$ cat config.mk
export PLATFORM = sky130hd
export DESIGN_NAME = rv_mc_ctrl
export DESIGN_NICKNAME = d
export VERILOG_FILES = /design/src/rtl/rv_mc_ctrl.sv
export SDC_FILE = /design/constraint.sdc
export NUM_CORES = 1
export LEC_CHECK = 0
export ABC_AREA = 1
export CAP_MARGIN = 25
export CORE_ASPECT_RATIO = 1.4
export CORE_UTILIZATION = 49
export DETAILED_ROUTE_END_ITERATION = 8
export PLACE_DENSITY = 0.78
export SLEW_MARGIN = 10
export SYNTH_ARGS = -nofsm -noshare
export SYNTH_HDL_FRONTEND = slang
export SYNTH_SLANG_ARGS = --single-unit
$ cat constraint.sdc
create_clock -name clk -period 1.6 [get_ports clk]
set_clock_uncertainty 0.2 [all_clocks]
set_input_delay 0.24 -clock clk [delete_from_list [all_inputs] [get_ports clk]]
set_output_delay 0.24 -clock clk [all_outputs]
set_load 0.01 [all_outputs]
$ cat src/rtl/rv_mc_ctrl.sv
`default_nettype none
// =============================================================================
// Module   : rv_mc_ctrl
// Brief    : Multi-cycle RV32I control FSM sequencing fetch, decode, execute,
//            memory and write-back, with illegal-opcode and memory-timeout traps.
// Revision : 1.0 - initial release
// =============================================================================
module rv_mc_ctrl #(
    parameter int unsigned TIMEOUT = 255
) (
    input  logic       clk,
    input  logic       rst,
    input  logic [6:0] opcode,
    input  logic       mem_ready,
    input  logic       branch_taken,
    output logic       mem_req,
    output logic       mem_we,
    output logic       ir_we,
    output logic       pc_we,
    output logic       rf_we,
    output logic [2:0] imm_sel,
    output logic       alu_src_a,
    output logic       alu_src_b,
    output logic [1:0] pc_sel,
    output logic [1:0] wb_sel,
    output logic       trap,
    output logic [1:0] trap_cause
);

    localparam logic [6:0] OPC_LUI    = 7'b0110111;
    localparam logic [6:0] OPC_AUIPC  = 7'b0010111;
    localparam logic [6:0] OPC_JAL    = 7'b1101111;
    localparam logic [6:0] OPC_JALR   = 7'b1100111;
    localparam logic [6:0] OPC_BRANCH = 7'b1100011;
    localparam logic [6:0] OPC_LOAD   = 7'b0000011;
    localparam logic [6:0] OPC_STORE  = 7'b0100011;
    localparam logic [6:0] OPC_OPIMM  = 7'b0010011;
    localparam logic [6:0] OPC_OP     = 7'b0110011;

    localparam logic [7:0] TIMEOUT_CNT = 8'(TIMEOUT);

    localparam logic [1:0] CAUSE_ILLEGAL = 2'b01;
    localparam logic [1:0] CAUSE_TIMEOUT = 2'b10;

    typedef enum logic [2:0] {
        ST_FETCH  = 3'd0,
        ST_DECODE = 3'd1,
        ST_EXEC   = 3'd2,
        ST_MEM    = 3'd3,
        ST_WB     = 3'd4,
        ST_TRAP   = 3'd5
    } state_t;

    state_t     state;
    logic [6:0] opc;
    logic [7:0] wait_cnt;
    logic [1:0] cause;

    logic is_lui, is_auipc, is_jal, is_jalr, is_branch;
    logic is_load, is_store, is_opimm, is_op, is_legal;

    assign is_lui    = (opc == OPC_LUI);
    assign is_auipc  = (opc == OPC_AUIPC);
    assign is_jal    = (opc == OPC_JAL);
    assign is_jalr   = (opc == OPC_JALR);
    assign is_branch = (opc == OPC_BRANCH);
    assign is_load   = (opc == OPC_LOAD);
    assign is_store  = (opc == OPC_STORE);
    assign is_opimm  = (opc == OPC_OPIMM);
    assign is_op     = (opc == OPC_OP);
    assign is_legal  = is_lui | is_auipc | is_jal | is_jalr | is_branch |
                       is_load | is_store | is_opimm | is_op;

    // The wait counter only advances while stalled in FETCH/MEM; every exit
    // from those states zeroes it, so it is always clear on state entry.
    always_ff @(posedge clk) begin
        if (rst) begin
            state    <= ST_FETCH;
            opc      <= 7'd0;
            wait_cnt <= 8'd0;
            cause    <= 2'b00;
        end else begin
            unique case (state)
                ST_FETCH: begin
                    if (mem_ready) begin
                        opc      <= opcode;
                        wait_cnt <= 8'd0;
                        state    <= ST_DECODE;
                    end else if (wait_cnt == TIMEOUT_CNT) begin
                        wait_cnt <= 8'd0;
                        cause    <= CAUSE_TIMEOUT;
                        state    <= ST_TRAP;
                    end else begin
                        wait_cnt <= wait_cnt + 8'd1;
                    end
                end
                ST_DECODE: begin
                    if (is_legal) begin
                        state <= ST_EXEC;
                    end else begin
                        cause <= CAUSE_ILLEGAL;
                        state <= ST_TRAP;
                    end
                end
                ST_EXEC: begin
                    if (is_branch || is_jal || is_jalr) begin
                        state <= ST_FETCH;
                    end else if (is_load || is_store) begin
                        state <= ST_MEM;
                    end else begin
                        state <= ST_WB;
                    end
                end
                ST_MEM: begin
                    if (mem_ready) begin
                        wait_cnt <= 8'd0;
                        state    <= is_load ? ST_WB : ST_FETCH;
                    end else if (wait_cnt == TIMEOUT_CNT) begin
                        wait_cnt <= 8'd0;
                        cause    <= CAUSE_TIMEOUT;
                        state    <= ST_TRAP;
                    end else begin
                        wait_cnt <= wait_cnt + 8'd1;
                    end
                end
                ST_WB: begin
                    state <= ST_FETCH;
                end
                ST_TRAP: begin
                    state <= ST_TRAP;
                end
                default: begin
                    state <= ST_FETCH;
                end
            endcase
        end
    end

    assign trap       = (state == ST_TRAP);
    assign trap_cause = cause;

    always_comb begin
        mem_req   = 1'b0;
        mem_we    = 1'b0;
        ir_we     = 1'b0;
        pc_we     = 1'b0;
        rf_we     = 1'b0;
        imm_sel   = 3'b000;
        alu_src_a = 1'b0;
        alu_src_b = 1'b0;
        pc_sel    = 2'b00;
        wb_sel    = 2'b00;

        if (state == ST_DECODE || state == ST_EXEC || state == ST_MEM || state == ST_WB) begin
            if (is_lui || is_auipc) begin
                imm_sel = 3'b011;
            end else if (is_jal) begin
                imm_sel = 3'b100;
            end else if (is_branch) begin
                imm_sel = 3'b010;
            end else if (is_store) begin
                imm_sel = 3'b001;
            end
        end

        unique case (state)
            ST_FETCH: begin
                mem_req = 1'b1;
                ir_we   = mem_ready;
            end
            ST_EXEC: begin
                alu_src_a = is_auipc;
                alu_src_b = ~(is_op | is_branch);
                if (is_branch) begin
                    pc_we  = 1'b1;
                    pc_sel = branch_taken ? 2'b01 : 2'b00;
                end else if (is_jal || is_jalr) begin
                    rf_we  = 1'b1;
                    wb_sel = 2'b10;
                    pc_we  = 1'b1;
                    pc_sel = is_jal ? 2'b01 : 2'b10;
                end
            end
            ST_MEM: begin
                mem_req = 1'b1;
                mem_we  = is_store;
                pc_we   = is_store & mem_ready;
            end
            ST_WB: begin
                rf_we  = 1'b1;
                pc_we  = 1'b1;
                wb_sel = is_load ? 2'b01 : (is_lui ? 2'b11 : 2'b00);
            end
            default: begin
            end
        endcase
    end

endmodule
`default_nettype wire

==> results of run 1 <==
## kinds of logic after synthesis
group | count (synthesis) | share of synthesized area [%]
AND/OR/NAND/NOR | 90 | 35.4
AO/OA/AOI/OAI | 41 | 19.3
flip-flops | 20 | 32.3
XOR/XNOR | 1 | 0.706
buffers and inverters | 35 | 11.4
adder cells (fa/ha/maj) | 1 | 1.01
## repair_timing
item | in CTS
gates cloned | 1
pin swaps | 27
resized for setup | 157
buffers inserted | 14
endpoints found under the setup margin | 36
## stage by stage
| stage | setup TNS [ns] | std cells | util, % | instance area (sq um) | worst slack, ns |
|---|---|---|---|---|---|
| 3_5_place_dp | -9.00 | 293 | 79.6 | 1900 | -0.596 |
| 2_1_floorplan | 0 | 188 | - | 1250 | 0.0110 |
| 4_1_cts | -4.98 | 310 | 94.8 | 2270 | -0.441 |
| 3_3_place_gp | -8.17 | 293 | 79.6 | 1900 | -0.589 |
==> results.md, run 1 <==
- I/O pins: 28
- Result of the run: did not finish
- Cell row count: 21
- Share of flip-flops with an asynchronous set or reset after synthesis: 0%
- Kind of endpoint with the least setup slack: output port
- Mapped Area: around 1200 sq um
- Mean Syn Cell Area: 6.60 sq um
- Starting Density: 51.9%
- Fraction of post-synthesis cell area in the top cell type by area: 32.3%
- Number of enable-type register cells in the synthesized netlist: 0
- First reported error: [ERROR DPL-0038] Utilization greater than 100%, impossible to legalize
- Number of buffer cells added on primary ports: 27
- Pin ending the worst setup path after global-route repair: pc_sel[0]
- Cell at the root of the clock tree: sky130_fd_sc_hd__clkbuf_4
- Post-Syn Nets: 200
- Yosys reg bits: 20
- Most area-consuming cells after synthesis: sky130_fd_sc_hd__dfxtp_1 (32%), sky130_fd_sc_hd__nand2_1 (9.4%), sky130_fd_sc_hd__inv_1 (8.8%)
- Count of warnings emitted by yosys: 0
- Proportion of synthesized chip area in sequential cells: 32.3%
- Post-synth cell types: 31
- Largest area contributor in the synthesized netlist: sky130_fd_sc_hd__dfxtp_1
- Hold Buf Count CTS: 0
- Detailed-placement wirelength estimate: ~3.1 mm
- Inserted Clock Buffers: 3
- Top cells by instance count after synthesis: sky130_fd_sc_hd__nand2_1 (31), sky130_fd_sc_hd__inv_1 (29), sky130_fd_sc_hd__nor2_1 (22)
- Most common cell in the netlist: sky130_fd_sc_hd__nand2_1
- Number of clock sinks seen by CTS: 20
- CTS H-Tree Depth: 1
- Pin count of the biggest net entering global routing: 13
- Clock buffer depth: 2
- Synthesized instance count: roughly 190
- Terminating stage of the flow: 5_1_grt
- Most instantiated flip-flop cell in the synthesis netlist: sky130_fd_sc_hd__dfxtp_1
- X dimension of the die: around 45 microns
- Vertical die dimension: 61.6 microns
- Final Wtd Congestion: 0.928
==> run 2: changes to the inputs <==
Settings changed: CORE_AREA from default to 2 2 63 65, CORE_ASPECT_RATIO 1.4 to default, CORE_UTILIZATION 49 to default, DIE_AREA from default to 0 0 65 67, PLACE_DENSITY 0.78 to default, PLACE_DENSITY_LB_ADDON from default to 0.15.
==> run 2 against run 1 <==
The flow now finishes, with violations (setup timing). Synthesized area unchanged. Synthesized cell count unchanged.
==> results.md, run 2 <==
- Final TNS setup: -5.90 ns
- Maximum net fanout on the critical path: 3
- Highest clock rate: 0.514 GHz
- Remaining antenna violation count: 0
- Cell with the biggest individual delay on the critical path: sky130_fd_sc_hd__dfxtp_2
- Largest registers: wait_cnt: 8 flops, opc: 7 flops, state: 3 flops
- Cell at the root of the clock tree: sky130_fd_sc_hd__clkbuf_8 (was sky130_fd_sc_hd__clkbuf_4)
- Leakage component of the power: 1.12 nW
- Share of flip-flops with an asynchronous set or reset after synthesis: 0% (unchanged)
- Chain of cells forming the critical path: nand2_2 > buf_4 > nor4_4 > inv_1 > nor2_1 > buf_2
- Req. time, crit path: 1.16 ns
- Unrepaired setup endpoints after global routing: true
- Vias: 1639
- X dimension of the die: 65 microns (was 44.5 microns)
- Via count of the first global-routing pass: roughly 1500
- Buffer and inverter count on the worst path: 3
- Diode count: 0
- Post-synth cell types: 31 (unchanged)
- Result of the run: complete, but fails checks (was did not finish)
- Cell row count: 22 (was 21)
- Fraction of post-synthesis cell area in the top cell type by area: 32.3% (unchanged)
- First-pass iteration count of the detailed router: 4
- Worst slew slack as a fraction of its limit: 77.1%
- WL final: 4.61 mm
- Number of clock sinks seen by CTS: 20 (unchanged)
- Detailed-placement wirelength estimate: 2.72 mm (was 3.07 mm)
- Setup slack, reg-to-reg: -0.19 ns
- Count of warnings emitted by yosys: 0 (unchanged)
- Actual transition at the worst max-transition pin: 0.343 ns
- Kind of path behind the tightest hold check: reg -> reg
- WP data arrival: 1.51 ns
- Overall Global Routing Usage: 20.3%
- Wire length of the first global-routing pass: ~6.8 mm
- Setup CP Type: reg -> out
- Area after DPL: 1950 sq um (was 1900 sq um)
- Largest area contributor in the synthesized netlist: sky130_fd_sc_hd__dfxtp_1 (unchanged)
- DRC: 0
- Hold Buf Count CTS: 0 (unchanged)
- Slew Limit Fails: 0
- Inserted Clock Buffers: 3 (unchanged)
- Final standard cell utilization of the core: 70.5%
- Number of buffer cells added on primary ports: 27 (unchanged)
- Overall power consumption: 2.09 mW
- Worst vdd rail ir drop: 0.438 mV
- Area growth from synthesis to final layout: 105%
- Total Nets Final: 303
- Largest stage delay on the critical path: 0.35 ns
- Routed wirelength normalized by instance count: 13.6 microns
- Starting Density: 34.4% (was 51.9%)
- Family of cells with the greatest summed delay on the critical path: simple AND/OR/NAND/NOR gates
- Proportion of synthesized chip area in sequential cells: 32.3% (unchanged)
- Clock slew at the register clock pins of the worst setup and hold paths: about 0.090 ns
- Mapped Area: 1240 sq um (unchanged)
- Number of hold-slack violations in the final timing report: 0
- CTS H-Tree Depth: 1 (unchanged)
- Post-detailed-route via-to-cell ratio: 4.85
- Yosys reg bits: 20 (unchanged)
- Initial antenna violation count: 0
- Commonest non-fill, non-tap cell in the layout: sky130_fd_sc_hd__buf_4
- Clock latency at the later pin of the worst-skew pair: 0.26 ns
- Final Cell Area: 2540 sq um
- Fin crit period: 1.95 ns
- Die ar.: around 4400 sq um
- Core outline area: 3610 sq um
- Mean Syn Cell Area: 6.60 sq um (unchanged)
- Count of routing violations after the opening detailed-route iteration: 112
- Pin count of the biggest net entering global routing: 12
- Number of enable-type register cells in the synthesized netlist: 0 (unchanged)
- Crit path launch type: flop
- Final Wtd Congestion: 0.837 (was 0.928)
- TritonCTS clock tree: done
- Post-Syn Nets: 200 (unchanged)
- Minimum setup slack in the final design: -0.346 ns
- Period utilisation layout: 122%
- Overflow left after global routing: 0
- Final setup violation count: 33
- Clock buffer depth: 2 (unchanged)
- Max-Cap Viols: 0
- Most common cell in the netlist: sky130_fd_sc_hd__nand2_1 (unchanged)
- Fraction of layout cells with a size suffix above 1: 64.1%
- Critical path capture point type: primary output
- Register name with the most flops: wait_cnt
- Top cells by instance count after synthesis: sky130_fd_sc_hd__nand2_1 (31), sky130_fd_sc_hd__inv_1 (29), sky130_fd_sc_hd__nor2_1 (22) (unchanged)
- I/O pins: 28 (unchanged)
- Vertical die dimension: 67 microns (was 61.6 microns)
- Leading cell types in the layout, fill and taps excluded: sky130_fd_sc_hd__buf_4 (53), sky130_fd_sc_hd__nand2_1 (21), sky130_fd_sc_hd__buf_6 (20), sky130_fd_sc_hd__nor2_4 (16), sky130_fd_sc_hd__inv_1 (14)
- PD cells: 822 nW/um^2
- Number of flip-flops in the largest register: 8
- Most area-consuming cells after synthesis: sky130_fd_sc_hd__dfxtp_1 (32%), sky130_fd_sc_hd__nand2_1 (9.4%), sky130_fd_sc_hd__inv_1 (8.8%) (unchanged)
- Violated checks: setup timing
- Synthesized instance count: 188 (unchanged)
- Most instantiated flip-flop cell in the synthesis netlist: sky130_fd_sc_hd__dfxtp_1 (unchanged)
run 2: cell counts after synthesis:
No cell type changed its count.
run 2: timing repair:
item / CTS / global route
endpoints found under the setup margin: 31 / 35
pin swaps: 24 / 23
resized for setup: 146 / 55
buffers inserted: 15 / 7
gates cloned: 1 / 0
run 2: final timing paths:
path / from / cells after the start / endpoint
max: opc[1]$_SDFFE_PP0P_ / 6 / imm_sel[2]
min: trap_cause[1]$_SDFFE_PP0P_ / 2 / trap_cause[1]$_SDFFE_PP0P_
max reg2reg: state[1]$_SDFF_PP0_ / 10 / wait_cnt[5]$_SDFFE_PP0N_
min reg2reg: trap_cause[1]$_SDFFE_PP0P_ / 2 / trap_cause[1]$_SDFFE_PP0P_
run 2: cell type report:
cell class / instances / area [sq um]
fillers: 268 / 1060
multi-input cells: 133 / 992
repair buffers: 99 / 855
flip-flops and latches: 20 / 425
inverters: 33 / 148
well taps: 48 / 60.1
clock buffers: 4 / 55.1
repair inverters: 1 / 7.51
run 2: cells by family (layout without fill, tap and decap cells):
family | after synthesis | after routing | share of synthesized area [%]
AO/OA/AOI/OAI | 41 | 41 | 19.3
XOR/XNOR | 1 | 1 | 0.706
buffers and inverters | 35 | 137 | 11.4
flip-flops | 20 | 20 | 32.3
adder cells (fa/ha/maj) | 1 | 1 | 1.01
AND/OR/NAND/NOR | 90 | 90 | 35.4
run 2: per-layer routing:
metal / global-route usage (%) / vias to the layer above / routed length [microns]
met5: 0 / - / 0
met4: 4.79 / 0 / 37
met3: 4.05 / 4 / 111
met2: 35.4 / 35 / 2420
met1: 25.5 / 779 / 2030
li1: - / 821 / -
run 2: worst register-to-register path: stages (launching register included):
cell and delay [ns]:
sky130_fd_sc_hd__dfxtp_4 0.39, sky130_fd_sc_hd__nor2_4 0.12, sky130_fd_sc_hd__buf_6 0.11, sky130_fd_sc_hd__nand2_4 0.06, sky130_fd_sc_hd__buf_6 0.12, sky130_fd_sc_hd__nand2_4 0.06
sky130_fd_sc_hd__buf_8 0.14, sky130_fd_sc_hd__nand2_8 0.07, sky130_fd_sc_hd__nor2_4 0.18, sky130_fd_sc_hd__nand2_1 0.10, sky130_fd_sc_hd__a211oi_2 0.18
run 2: stage by stage:
stage               hold slack (ns)  instances  worst slack (ns)
floorplan                     0.113        188            0.0110
global placement              0.257        311            -0.664
detailed placement            0.265        311            -0.583
CTS                           0.276        331            -0.361
global route                  0.292        338            -0.396
finish                        0.278        338            -0.346
run 2: report_power, final:
group / switching [mW] / internal [mW]
Combinational: 0.516 / 0.544
Sequential: 0.0594 / 0.562
Clock: 0.189 / 0.219
Total: 0.764 / 1.33
(Power assumes the default switching activity.)
==> run 3: changes to the inputs <==
Settings changed: CELL_PAD_IN_SITES_DETAIL_PLACEMENT from default to 1, CELL_PAD_IN_SITES_GLOBAL_PLACEMENT from default to 1, CORE_AREA 2 2 63 65 to default, CORE_UTILIZATION from default to 34, DIE_AREA 0 0 65 67 to default.
==> run 3 against run 2 <==
The flow now stops in 5_1_grt. Synthesized cell count unchanged. Synthesized area unchanged.
==> results.md, run 3 <==
- Top cells by instance count after synthesis: sky130_fd_sc_hd__nand2_1 (31), sky130_fd_sc_hd__inv_1 (29), sky130_fd_sc_hd__nor2_1 (22) (unchanged)
- Number of enable-type register cells in the synthesized netlist: 0 (unchanged)
- Post-synthesis compound-gate area fraction: 19.3% (unchanged)
- Overall Global Routing Usage: approximately 65%
- Detailed-placement wirelength estimate: 3.49 mm (was 2.72 mm)
- Clock buffer depth: 2 (unchanged)
- CTS H-Tree Depth: 1 (unchanged)
- Most instantiated flip-flop cell in the synthesis netlist: sky130_fd_sc_hd__dfxtp_1 (unchanged)
- Post-synth cell types: 31 (unchanged)
- Post-synthesis simple-gate area fraction: 35.4% (unchanged)
- Overflow left after global routing: 16
- XOR/XNOR share of the synthesized area: 0.706% (unchanged)
- Starting Density: 36.3% (was 34.4%)
- Yosys reg bits: 20 (unchanged)
- Kind of endpoint with the least setup slack: output port
- Inserted Clock Buffers: 3 (unchanged)
- Post-Syn Nets: 200 (unchanged)
- Vertical die dimension: 62.4 microns (was 67 microns)
- Cell row count: 21 (was 22)
- Share of flip-flops with an asynchronous set or reset after synthesis: 0% (unchanged)
- Most common cell in the netlist: sky130_fd_sc_hd__nand2_1 (unchanged)
- Result of the run: did not finish (was complete, but fails checks)
- Terminating stage of the flow: 5_1_grt
- Final Wtd Congestion: 0.811 (was 0.837)
- Mean Syn Cell Area: 6.60 sq um (unchanged)
- Count of warnings emitted by yosys: 0 (unchanged)
- X dimension of the die: 62.4 microns (was 65 microns)
- Largest area contributor in the synthesized netlist: sky130_fd_sc_hd__dfxtp_1 (unchanged)
- Multiplexer fraction of the synthesized cell area: 0% (unchanged)
- Proportion of synthesized chip area in sequential cells: 32.3% (unchanged)
- Synthesized instance count: 188 (unchanged)
- Hold Buf Count CTS: 0 (unchanged)
- Number of clock sinks seen by CTS: 20 (unchanged)
- Dominant combinational cell family by area after synthesis: simple AND/OR/NAND/NOR gates (unchanged)
- Adder and majority gate portion of the synthesized area: 1.01% (unchanged)
- Placement-stage worst setup slack: -0.654 ns (was -0.583 ns)
- Fraction of post-synthesis cell area in the top cell type by area: 32.3% (unchanged)
- Number of buffer cells added on primary ports: 27 (unchanged)
- Mapped Area: 1240 sq um (unchanged)
- First reported error: [ERROR GRT-0232] Routing congestion too high. Check the congestion heatmap in the GUI.
- Cell at the root of the clock tree: sky130_fd_sc_hd__clkbuf_4 (was sky130_fd_sc_hd__clkbuf_8)
- I/O pins: 28 (unchanged)
- Most area-consuming cells after synthesis: sky130_fd_sc_hd__dfxtp_1 (32%), sky130_fd_sc_hd__nand2_1 (9.4%), sky130_fd_sc_hd__inv_1 (8.8%) (unchanged)
- Pin ending the worst setup path after global-route repair: imm_sel[1]
- Pin count of the biggest net entering global routing: 13
-- run 3: cell counts after synthesis --
Identical to the previous run, type by type.
-- run 3: repair_timing --
action / 4_1_cts
resized for setup: 155
pin swaps: 27
setup endpoints to repair: 29
setup buffers: 23
-- run 3: metrics by stage --
stage               std cells  area (sq um)
floorplan                 188          1250
global placement          304          1900
detailed placement        304          1900
CTS                       328          2310
-- run 3: layer usage --
metal,track usage (%),overflow
met5,0,0
met4,69.2,8
met3,34.3,0
met2,86.8,7
met1,69.1,1
-- run 3: kinds of logic after synthesis --
| logic type | count (synthesis) |
|---|---|
| compound gates | 41 |
| flops | 20 |
| fa+ha+maj | 1 |
| buf+inv | 35 |
| simple gates | 90 |
| xor+xnor | 1 |
